==> src/rtl/rv32_pipe_pkg.sv <==
// rtl/rv32_pipe_pkg.sv - RV32I pipeline opcodes, func3 codes, ALU modes and stage structs
package rv32_pipe_pkg;

    localparam int XLEN = 32;

    localparam logic [6:0] OP_LUI    = 7'b0110111;
    localparam logic [6:0] OP_AUIPC  = 7'b0010111;
    localparam logic [6:0] OP_JAL    = 7'b1101111;
    localparam logic [6:0] OP_JALR   = 7'b1100111;
    localparam logic [6:0] OP_BRANCH = 7'b1100011;
    localparam logic [6:0] OP_LOAD   = 7'b0000011;
    localparam logic [6:0] OP_STORE  = 7'b0100011;
    localparam logic [6:0] OP_IMM    = 7'b0010011;
    localparam logic [6:0] OP_OP     = 7'b0110011;

    localparam logic [2:0] F3_ADD  = 3'b000;
    localparam logic [2:0] F3_SLL  = 3'b001;
    localparam logic [2:0] F3_SLT  = 3'b010;
    localparam logic [2:0] F3_SLTU = 3'b011;
    localparam logic [2:0] F3_XOR  = 3'b100;
    localparam logic [2:0] F3_SR   = 3'b101;
    localparam logic [2:0] F3_OR   = 3'b110;
    localparam logic [2:0] F3_AND  = 3'b111;

    localparam logic [2:0] F3_BEQ  = 3'b000;
    localparam logic [2:0] F3_BNE  = 3'b001;
    localparam logic [2:0] F3_BLT  = 3'b100;
    localparam logic [2:0] F3_BGE  = 3'b101;
    localparam logic [2:0] F3_BLTU = 3'b110;
    localparam logic [2:0] F3_BGEU = 3'b111;

    typedef enum logic [3:0] {
        ALU_NONE,
        ALU_ADD,
        ALU_SUB,
        ALU_SLL,
        ALU_SLT,
        ALU_SLTU,
        ALU_XOR,
        ALU_SRL,
        ALU_SRA,
        ALU_OR,
        ALU_AND,
        ALU_BR
    } alu_mode_e;

    typedef struct packed {
        logic [XLEN-1:0] pc;
        logic [6:0]      ALUOp;
        logic [2:0]      func3;
        logic            func7;
        logic [4:0]      rd;
        logic            valid;
    } EX_STATE;

    typedef struct packed {
        logic [XLEN-1:0] pc;
        logic [XLEN-1:0] alu_out;
        logic [XLEN-1:0] store_data;
        logic [4:0]      rd;
        logic [2:0]      func3;
        logic            mem_read;
        logic            mem_write;
        logic            reg_write;
        logic            valid;
        logic            misaligned;
    } MEM_STATE;

endpackage

==> src/rtl/rv32_branch_cmp.sv <==
// rtl/rv32_branch_cmp.sv - RV32I branch condition evaluation
import rv32_pipe_pkg::*;

module rv32_branch_cmp (
    input  logic [XLEN-1:0] i_a,
    input  logic [XLEN-1:0] i_b,
    input  logic [2:0]      i_func3,
    output logic            o_taken
);

    // Evaluate the branch condition; reserved encodings 010/011 never branch
    always_comb begin
        o_taken = 1'b0;
        case (i_func3)
            F3_BEQ:  o_taken = (i_a == i_b);
            F3_BNE:  o_taken = (i_a != i_b);
            F3_BLT:  o_taken = ($signed(i_a) <  $signed(i_b));
            F3_BGE:  o_taken = ($signed(i_a) >= $signed(i_b));
            F3_BLTU: o_taken = (i_a <  i_b);
            F3_BGEU: o_taken = (i_a >= i_b);
            default: o_taken = 1'b0;
        endcase
    end

endmodule

==> src/rtl/rv32_ex_alu.sv <==
// rtl/rv32_ex_alu.sv - RV32I execute-stage ALU, jump resolution and EX/MEM register (option: ALU_JMP_MISALIGN_EN)
import rv32_pipe_pkg::*;

module rv32_ex_alu (
    input  logic            i_clk,
    input  logic            i_reset,
    input  logic [XLEN-1:0] i_A,
    input  logic [XLEN-1:0] i_B,
    input  logic [XLEN-1:0] i_Imm_SignExt,
    input  logic [XLEN-1:0] i_NPC,
    input  logic [6:0]      i_ALUop,
    input  logic [2:0]      i_func3,
    input  logic            i_func7,
    input  EX_STATE         i_ex_state,
    output logic [XLEN-1:0] o_ALUOutput,
    output MEM_STATE        o_mem_state,
    output logic [XLEN-1:0] o_jmp_pc,
    output logic            o_jmp
);

    alu_mode_e       w_mode;
    logic [XLEN-1:0] w_op_a;
    logic [XLEN-1:0] w_op_b;
    logic [4:0]      w_shamt;
    logic            w_taken;
    logic            w_is_jal;
    logic            w_is_jalr;
    logic            w_is_branch;
    logic            w_jmp_req;
    logic            w_misaligned;
    logic            w_unused;
    MEM_STATE        r_mem_state;

    // Opcode and func fields are taken from the dedicated ports; the struct copies are redundant
    assign w_unused = ^{i_ex_state.ALUOp, i_ex_state.func7};

    rv32_branch_cmp u_branch_cmp (
        .i_a     (i_A),
        .i_b     (i_B),
        .i_func3 (i_func3),
        .o_taken (w_taken)
    );

    // Decode opcode/func fields into an ALU mode and its two operands
    always_comb begin
        w_mode = ALU_NONE;
        w_op_a = '0;
        w_op_b = '0;
        case (i_ALUop)
            OP_LUI: begin
                w_mode = ALU_ADD;
                w_op_b = i_Imm_SignExt;
            end
            OP_AUIPC: begin
                w_mode = ALU_ADD;
                w_op_a = i_NPC;
                w_op_b = i_Imm_SignExt;
            end
            OP_JAL, OP_JALR: begin
                w_mode = ALU_ADD;
                w_op_a = i_NPC;
                w_op_b = 32'd4;
            end
            OP_LOAD, OP_STORE: begin
                w_mode = ALU_ADD;
                w_op_a = i_A;
                w_op_b = i_Imm_SignExt;
            end
            OP_BRANCH: begin
                w_mode = ALU_BR;
            end
            OP_IMM, OP_OP: begin
                w_op_a = i_A;
                w_op_b = (i_ALUop == OP_IMM) ? i_Imm_SignExt : i_B;
                case (i_func3)
                    F3_ADD:  w_mode = (i_ALUop == OP_OP && i_func7) ? ALU_SUB : ALU_ADD;
                    F3_SLL:  w_mode = ALU_SLL;
                    F3_SLT:  w_mode = ALU_SLT;
                    F3_SLTU: w_mode = ALU_SLTU;
                    F3_XOR:  w_mode = ALU_XOR;
                    F3_SR:   w_mode = i_func7 ? ALU_SRA : ALU_SRL;
                    F3_OR:   w_mode = ALU_OR;
                    default: w_mode = ALU_AND;
                endcase
            end
            default: w_mode = ALU_NONE;
        endcase
    end

    assign w_shamt = w_op_b[4:0];

    // Compute the ALU result for the decoded mode
    always_comb begin
        o_ALUOutput = '0;
        case (w_mode)
            ALU_ADD:  o_ALUOutput = w_op_a + w_op_b;
            ALU_SUB:  o_ALUOutput = w_op_a - w_op_b;
            ALU_SLL:  o_ALUOutput = w_op_a << w_shamt;
            ALU_SLT:  o_ALUOutput = {31'b0, $signed(w_op_a) < $signed(w_op_b)};
            ALU_SLTU: o_ALUOutput = {31'b0, w_op_a < w_op_b};
            ALU_XOR:  o_ALUOutput = w_op_a ^ w_op_b;
            ALU_SRL:  o_ALUOutput = w_op_a >> w_shamt;
            ALU_SRA:  o_ALUOutput = 32'($signed(w_op_a) >>> w_shamt);
            ALU_OR:   o_ALUOutput = w_op_a | w_op_b;
            ALU_AND:  o_ALUOutput = w_op_a & w_op_b;
            ALU_BR:   o_ALUOutput = {31'b0, w_taken};
            default:  o_ALUOutput = '0;
        endcase
    end

    assign w_is_jal    = (i_ALUop == OP_JAL);
    assign w_is_jalr   = (i_ALUop == OP_JALR);
    assign w_is_branch = (i_ALUop == OP_BRANCH);

    // Resolve the redirect target; non-jumps report the fall-through PC
    always_comb begin
        o_jmp_pc = i_NPC + 32'd4;
        if (w_is_jal || w_is_branch) begin
            o_jmp_pc = i_NPC + i_Imm_SignExt;
        end else if (w_is_jalr) begin
            o_jmp_pc = (i_A + i_Imm_SignExt) & ~32'h1;
        end
    end

    assign w_jmp_req = i_ex_state.valid & (w_is_jal | w_is_jalr | (w_is_branch & w_taken));

`ifdef ALU_JMP_MISALIGN_EN
    assign w_misaligned = w_jmp_req & o_jmp_pc[1];
`else
    assign w_misaligned = 1'b0;
`endif

    assign o_jmp = w_jmp_req & ~w_misaligned;

    // Capture the EX/MEM entry; reset discards whatever is in EX this cycle
    always_ff @(posedge i_clk) begin
        if (i_reset) begin
            r_mem_state <= '0;
        end else begin
            r_mem_state.pc         <= i_ex_state.pc;
            r_mem_state.alu_out    <= o_ALUOutput;
            r_mem_state.store_data <= i_B;
            r_mem_state.rd         <= i_ex_state.rd;
            r_mem_state.func3      <= i_ex_state.func3;
            r_mem_state.mem_read   <= i_ex_state.valid & (i_ALUop == OP_LOAD);
            r_mem_state.mem_write  <= i_ex_state.valid & (i_ALUop == OP_STORE);
            r_mem_state.reg_write  <= i_ex_state.valid & ~w_is_branch & (i_ALUop != OP_STORE)
                                      & (i_ex_state.rd != 5'd0) & ~w_misaligned;
            r_mem_state.valid      <= i_ex_state.valid;
            r_mem_state.misaligned <= w_misaligned;
        end
    end

    assign o_mem_state = r_mem_state;

endmodule

==> config.mk <==
export PLATFORM = sky130hd
export DESIGN_NAME = rv32_ex_alu
export DESIGN_NICKNAME = d
export VERILOG_FILES = /design/src/rtl/rv32_pipe_pkg.sv /design/src/rtl/rv32_branch_cmp.sv /design/src/rtl/rv32_ex_alu.sv
export SDC_FILE = /design/constraint.sdc
export NUM_CORES = 1
export LEC_CHECK = 0
export ABC_AREA = 1
export CORE_UTILIZATION = 35
export CTS_CLUSTER_SIZE = 16
export DETAILED_ROUTE_END_ITERATION = 8
export GPL_ROUTABILITY_DRIVEN = 0
export SLEW_MARGIN = 10
export SYNTH_ARGS = -nofsm -noshare
export SYNTH_HDL_FRONTEND = slang
export SYNTH_SLANG_ARGS = --single-unit
==> constraint.sdc <==
create_clock -name i_clk -period 7.4 [get_ports i_clk]
set_clock_uncertainty 0.2 [all_clocks]
set_input_delay 1.48 -clock i_clk [delete_from_list [all_inputs] [get_ports i_clk]]
set_output_delay 1.48 -clock i_clk [all_outputs]
set_load 0.01 [all_outputs]
==> results.md <==
- Arrival time reported for the critical path endpoint: roughly 5700 ps
- Via/cell ratio: 5.44
- TritonCTS clock tree: built
- Share of total power in sequential cells: 0.264
- First element of the critical path: i_ALUop[1]
- Count of synthesis-stage warnings from yosys: 0
- Pin count of the biggest net entering global routing: 70
- Global-route wire length before repair: 140000 um
- Total placed instance area: 0.0263 mm^2
- Drt total wl: 94500 um
- Effective utilization at floorplan: 0.354
- Sum of overflow across all layers after global routing: 0
- Post-synth top area share: 0.155
- Req. time, crit path: 5720 ps
- Hold path cells: 2
- Core occupancy in the finished layout: 0.511
- HP Class: in2reg
- Worst ir drop on vdd: 0.000113 V
- Relative contribution of the clock network to total power: 0.222
- Total nets after synthesis: about 3800
- Sum of net half-perimeters after detailed placement: about 79000 um
- Slew at the pin with the worst max-slew slack: between 800 and 900 ps
- Synth Cell Area: 0.0190 mm^2
- Number of flip-flops and latches in the synthesized netlist: roughly 110
- Number of search-and-repair iterations in the first detailed-routing pass: 7
- Clock tree buffer depth: 2
- Syn avg cell area: about 5.6 um^2
- Clock transition at the registers of the reported paths: ~80 ps
- Primary FF master, synth: sky130_fd_sc_hd__dfxtp_1
- Signed area change from the synthesized netlist to the final layout: 44.5%
- Total power consumption of the routed design: 0.00230 W
- Post-synthesis async set-or-reset flop share: 0
- CP Buf/Inv Count: 7
- Tmin final: 7380 ps
- Worst-case hold slack: roughly 1300 ps
- Largest area contributor in the netlist: sky130_fd_sc_hd__nand2_1
- # hold bufs at CTS: 0
- P_leak: 14.5 nW
- Gate count of the mapped netlist: 3369
- Final hold viol count: 0
- Die footprint: around 0.055 mm^2
- Nets@finish: 4458
- Clock root buffer master: sky130_fd_sc_hd__clkbuf_16
- Cell Rows: 85
- Number of input and output port buffers inserted: 354
- Setup repair after global routing missed its margin: true
- Outcome: finished clean
- Largest cells by area after synthesis: sky130_fd_sc_hd__nand2_1, sky130_fd_sc_hd__ha_1, sky130_fd_sc_hd__nand3_1
- Slew headroom: 0.442
- Net switching power: between 0.0009 and 0.001 W
- Critical path class: in2out
- Via count of the first global-routing pass: ~24000
- Max reg flops: 108
- Sw Ratio: 0.418
- CTS Sinks: roughly 110
- DRC Markers: 0
- Share of post-route cells with drive strength above 1: 0.184
- CP max stage delay: 470 ps
- Htree depth: 3
- Final count of negative-setup-slack endpoints: 0
- Min-Delay Startpoint: i_reset
- Portion of the clock cycle consumed by the worst path in the final layout: 0.997
- 1st-iter DRT viols: 3132
- Final Max Tran Viols: 0
- Number of antenna violations at the first check in global routing: 2
- Sequential element share of the synthesized area: 0.114
- EDFF count, synth: 0
- Detailed-route via count: around 26000
- Horiz. Die Dim: 235 um
- Post-route design area: ~0.027 mm^2
- Core footprint: 0.0538 mm^2
- # Max-Cap Violations: 0
- GRT Overall Usage: 0.330
- Number of buffers created by CTS: 9
- Remaining antenna violation count after routing: 0
- Highest net fanout along the worst path: 9
- Floorplan die height: 235 um
- Worst Setup Start Kind: input pin
- Capturing element type of the critical path: output port
- Fill cells: 5719
- Crit path max-delay cell type: sky130_fd_sc_hd__clkdlybuf4s50_1
- Top cell family by delay on the critical path: simple AND/OR/NAND/NOR gates
- Total power per unit cell area: 83.8 mW/mm^2
- Peak Freq: 0.136 GHz
- Internal Pwr Total: 0.00134 W
- Routed wire per std cell: 19.8 um
- Hold-critical path endpoint: o_mem_state[91]
- Number of unique standard cell types used by synthesis: 63
- Share of total power in combinational logic: 0.514
- Count of pins on the block boundary: roughly 360
==> final cells by class <==
cell class | instances | area (um^2) | area share
flip-flops and latches | 108 | 2160 | 0.0786
repair buffers | 821 | 7210 | 0.262
clock inverters | 6 | 53.8 | 0.00196
diodes | 1 | 2.50 | 0.0000910
inverters | 460 | 1730 | 0.0629
clock buffers | 10 | 229 | 0.00833
well taps | 696 | 871 | 0.0317
multi-input cells | 2673 | 15200 | 0.554
==> how the worst max path moves through the flow <==
stage	to	slack (ps)	cells past startpoint
2_1_floorplan	o_ALUOutput[26]	1110	20
3_3_place_gp	o_ALUOutput[30]	-410	25
3_5_place_dp	o_ALUOutput[30]	-430	25
4_1_cts	o_ALUOutput[30]	-10	25
5_1_grt	o_ALUOutput[19]	-150	24
6_report	o_ALUOutput[19]	20	25
==> synthesized netlist by cell type, drive strengths merged (2+ instances only) <==
| cell | count |
|---|---|
| nand2 | 815 |
| nand3 | 461 |
| inv | 458 |
| nor2 | 373 |
| a21oi | 285 |
| ha | 191 |
| o21ai | 191 |
| dfxtp | 108 |
| buf | 70 |
| clkbuf | 58 |
| nand4 | 50 |
| nor3 | 50 |
| o22ai | 43 |
| xor2 | 42 |
| a21o | 21 |
| xnor2 | 21 |
| o211ai | 17 |
| o21bai | 15 |
| or2 | 15 |
| a31oi | 14 |
| nor4 | 10 |
| o21a | 8 |
| nand3b | 7 |
| a22oi | 6 |
| a211oi | 5 |
| a221oi | 4 |
| fa | 4 |
| a21boi | 3 |
| and3 | 3 |
| o221ai | 3 |
| clkinv | 2 |
| nor3b | 2 |
| o2111ai | 2 |
| o211a | 2 |
| o31ai | 2 |
==> timing repair <==
item,CTS,global route
gates resized for setup,50,159
setup endpoints to repair,25,27
hold endpoints to repair,0,0
setup buffers,0,12
cloned,0,0
pin swaps,2,23
==> cells in the final DEF (no fill, tap or decap), types with 36 or more instances in the layout <==
master / Yosys / layout
sky130_fd_sc_hd__inv_1: 432 / 425
sky130_fd_sc_hd__clkdlybuf4s50_1: 0 / 336
sky130_fd_sc_hd__nand2_2: 21 / 36
sky130_fd_sc_hd__nor2_1: 360 / 330
sky130_fd_sc_hd__nor3_1: 48 / 40
sky130_fd_sc_hd__o21ai_0: 151 / 128
sky130_fd_sc_hd__nand4_1: 50 / 50
sky130_fd_sc_hd__o21ai_1: 39 / 59
sky130_fd_sc_hd__dfxtp_1: 108 / 108
sky130_fd_sc_hd__a21oi_2: 19 / 38
sky130_fd_sc_hd__a21oi_1: 259 / 234
sky130_fd_sc_hd__nand2_1: 788 / 771
sky130_fd_sc_hd__nor2_2: 8 / 36
sky130_fd_sc_hd__nand3_1: 452 / 441
sky130_fd_sc_hd__ha_1: 191 / 172
sky130_fd_sc_hd__buf_4: 10 / 455
sky130_fd_sc_hd__xor2_1: 42 / 42
==> logic make-up (layout without fill, tap and decap cells) <==
| kind of cell | after synthesis | in the layout | synth area share |
|---|---|---|---|
| and+or+nand+nor | 1787 | 1787 | 0.411 |
| AOI/OAI and AO/OA | 627 | 627 | 0.192 |
| buffers and inverters | 588 | 1297 | 0.124 |
| adders and majority gates | 195 | 195 | 0.130 |
| DFF | 108 | 108 | 0.114 |
| xor gates and xnor gates | 63 | 63 | 0.0290 |
| other | 1 | 2 | 0.000197 |
==> power groups by stage <==
stage / clock, W / combinational [W] / sequential (W)
after detailed placement: 0 / 0.00111 / 0.000622
after CTS: 0.000531 / 0.00113 / 0.000608
final: 0.000512 / 0.00118 / 0.000608
after global placement: 0 / 0.00111 / 0.000621
after global routing: 0.000547 / 0.00127 / 0.000610
after floorplan: 0 / 0.000577 / 0.000634
==> stage by stage <==
step           instances  TNS (ps)  setup WS [ps]
6_report            4775         0           24.2
5_1_grt             4775      -675           -148
4_1_cts             4762     -10.9          -10.9
3_5_place_dp        4746     -4260           -433
3_3_place_gp        4746     -3610           -406
2_1_floorplan       3369         0           1110
==> per-layer routing <==
layer,track usage,up-vias,share of wire
li1,-,12600,-
met3,0.0678,245,0.098
met1,0.423,11700,0.41
met2,0.523,1429,0.44
met5,0,-,0.00011
met4,0.164,2,0.054
Power figures use the tool's default switching activity.
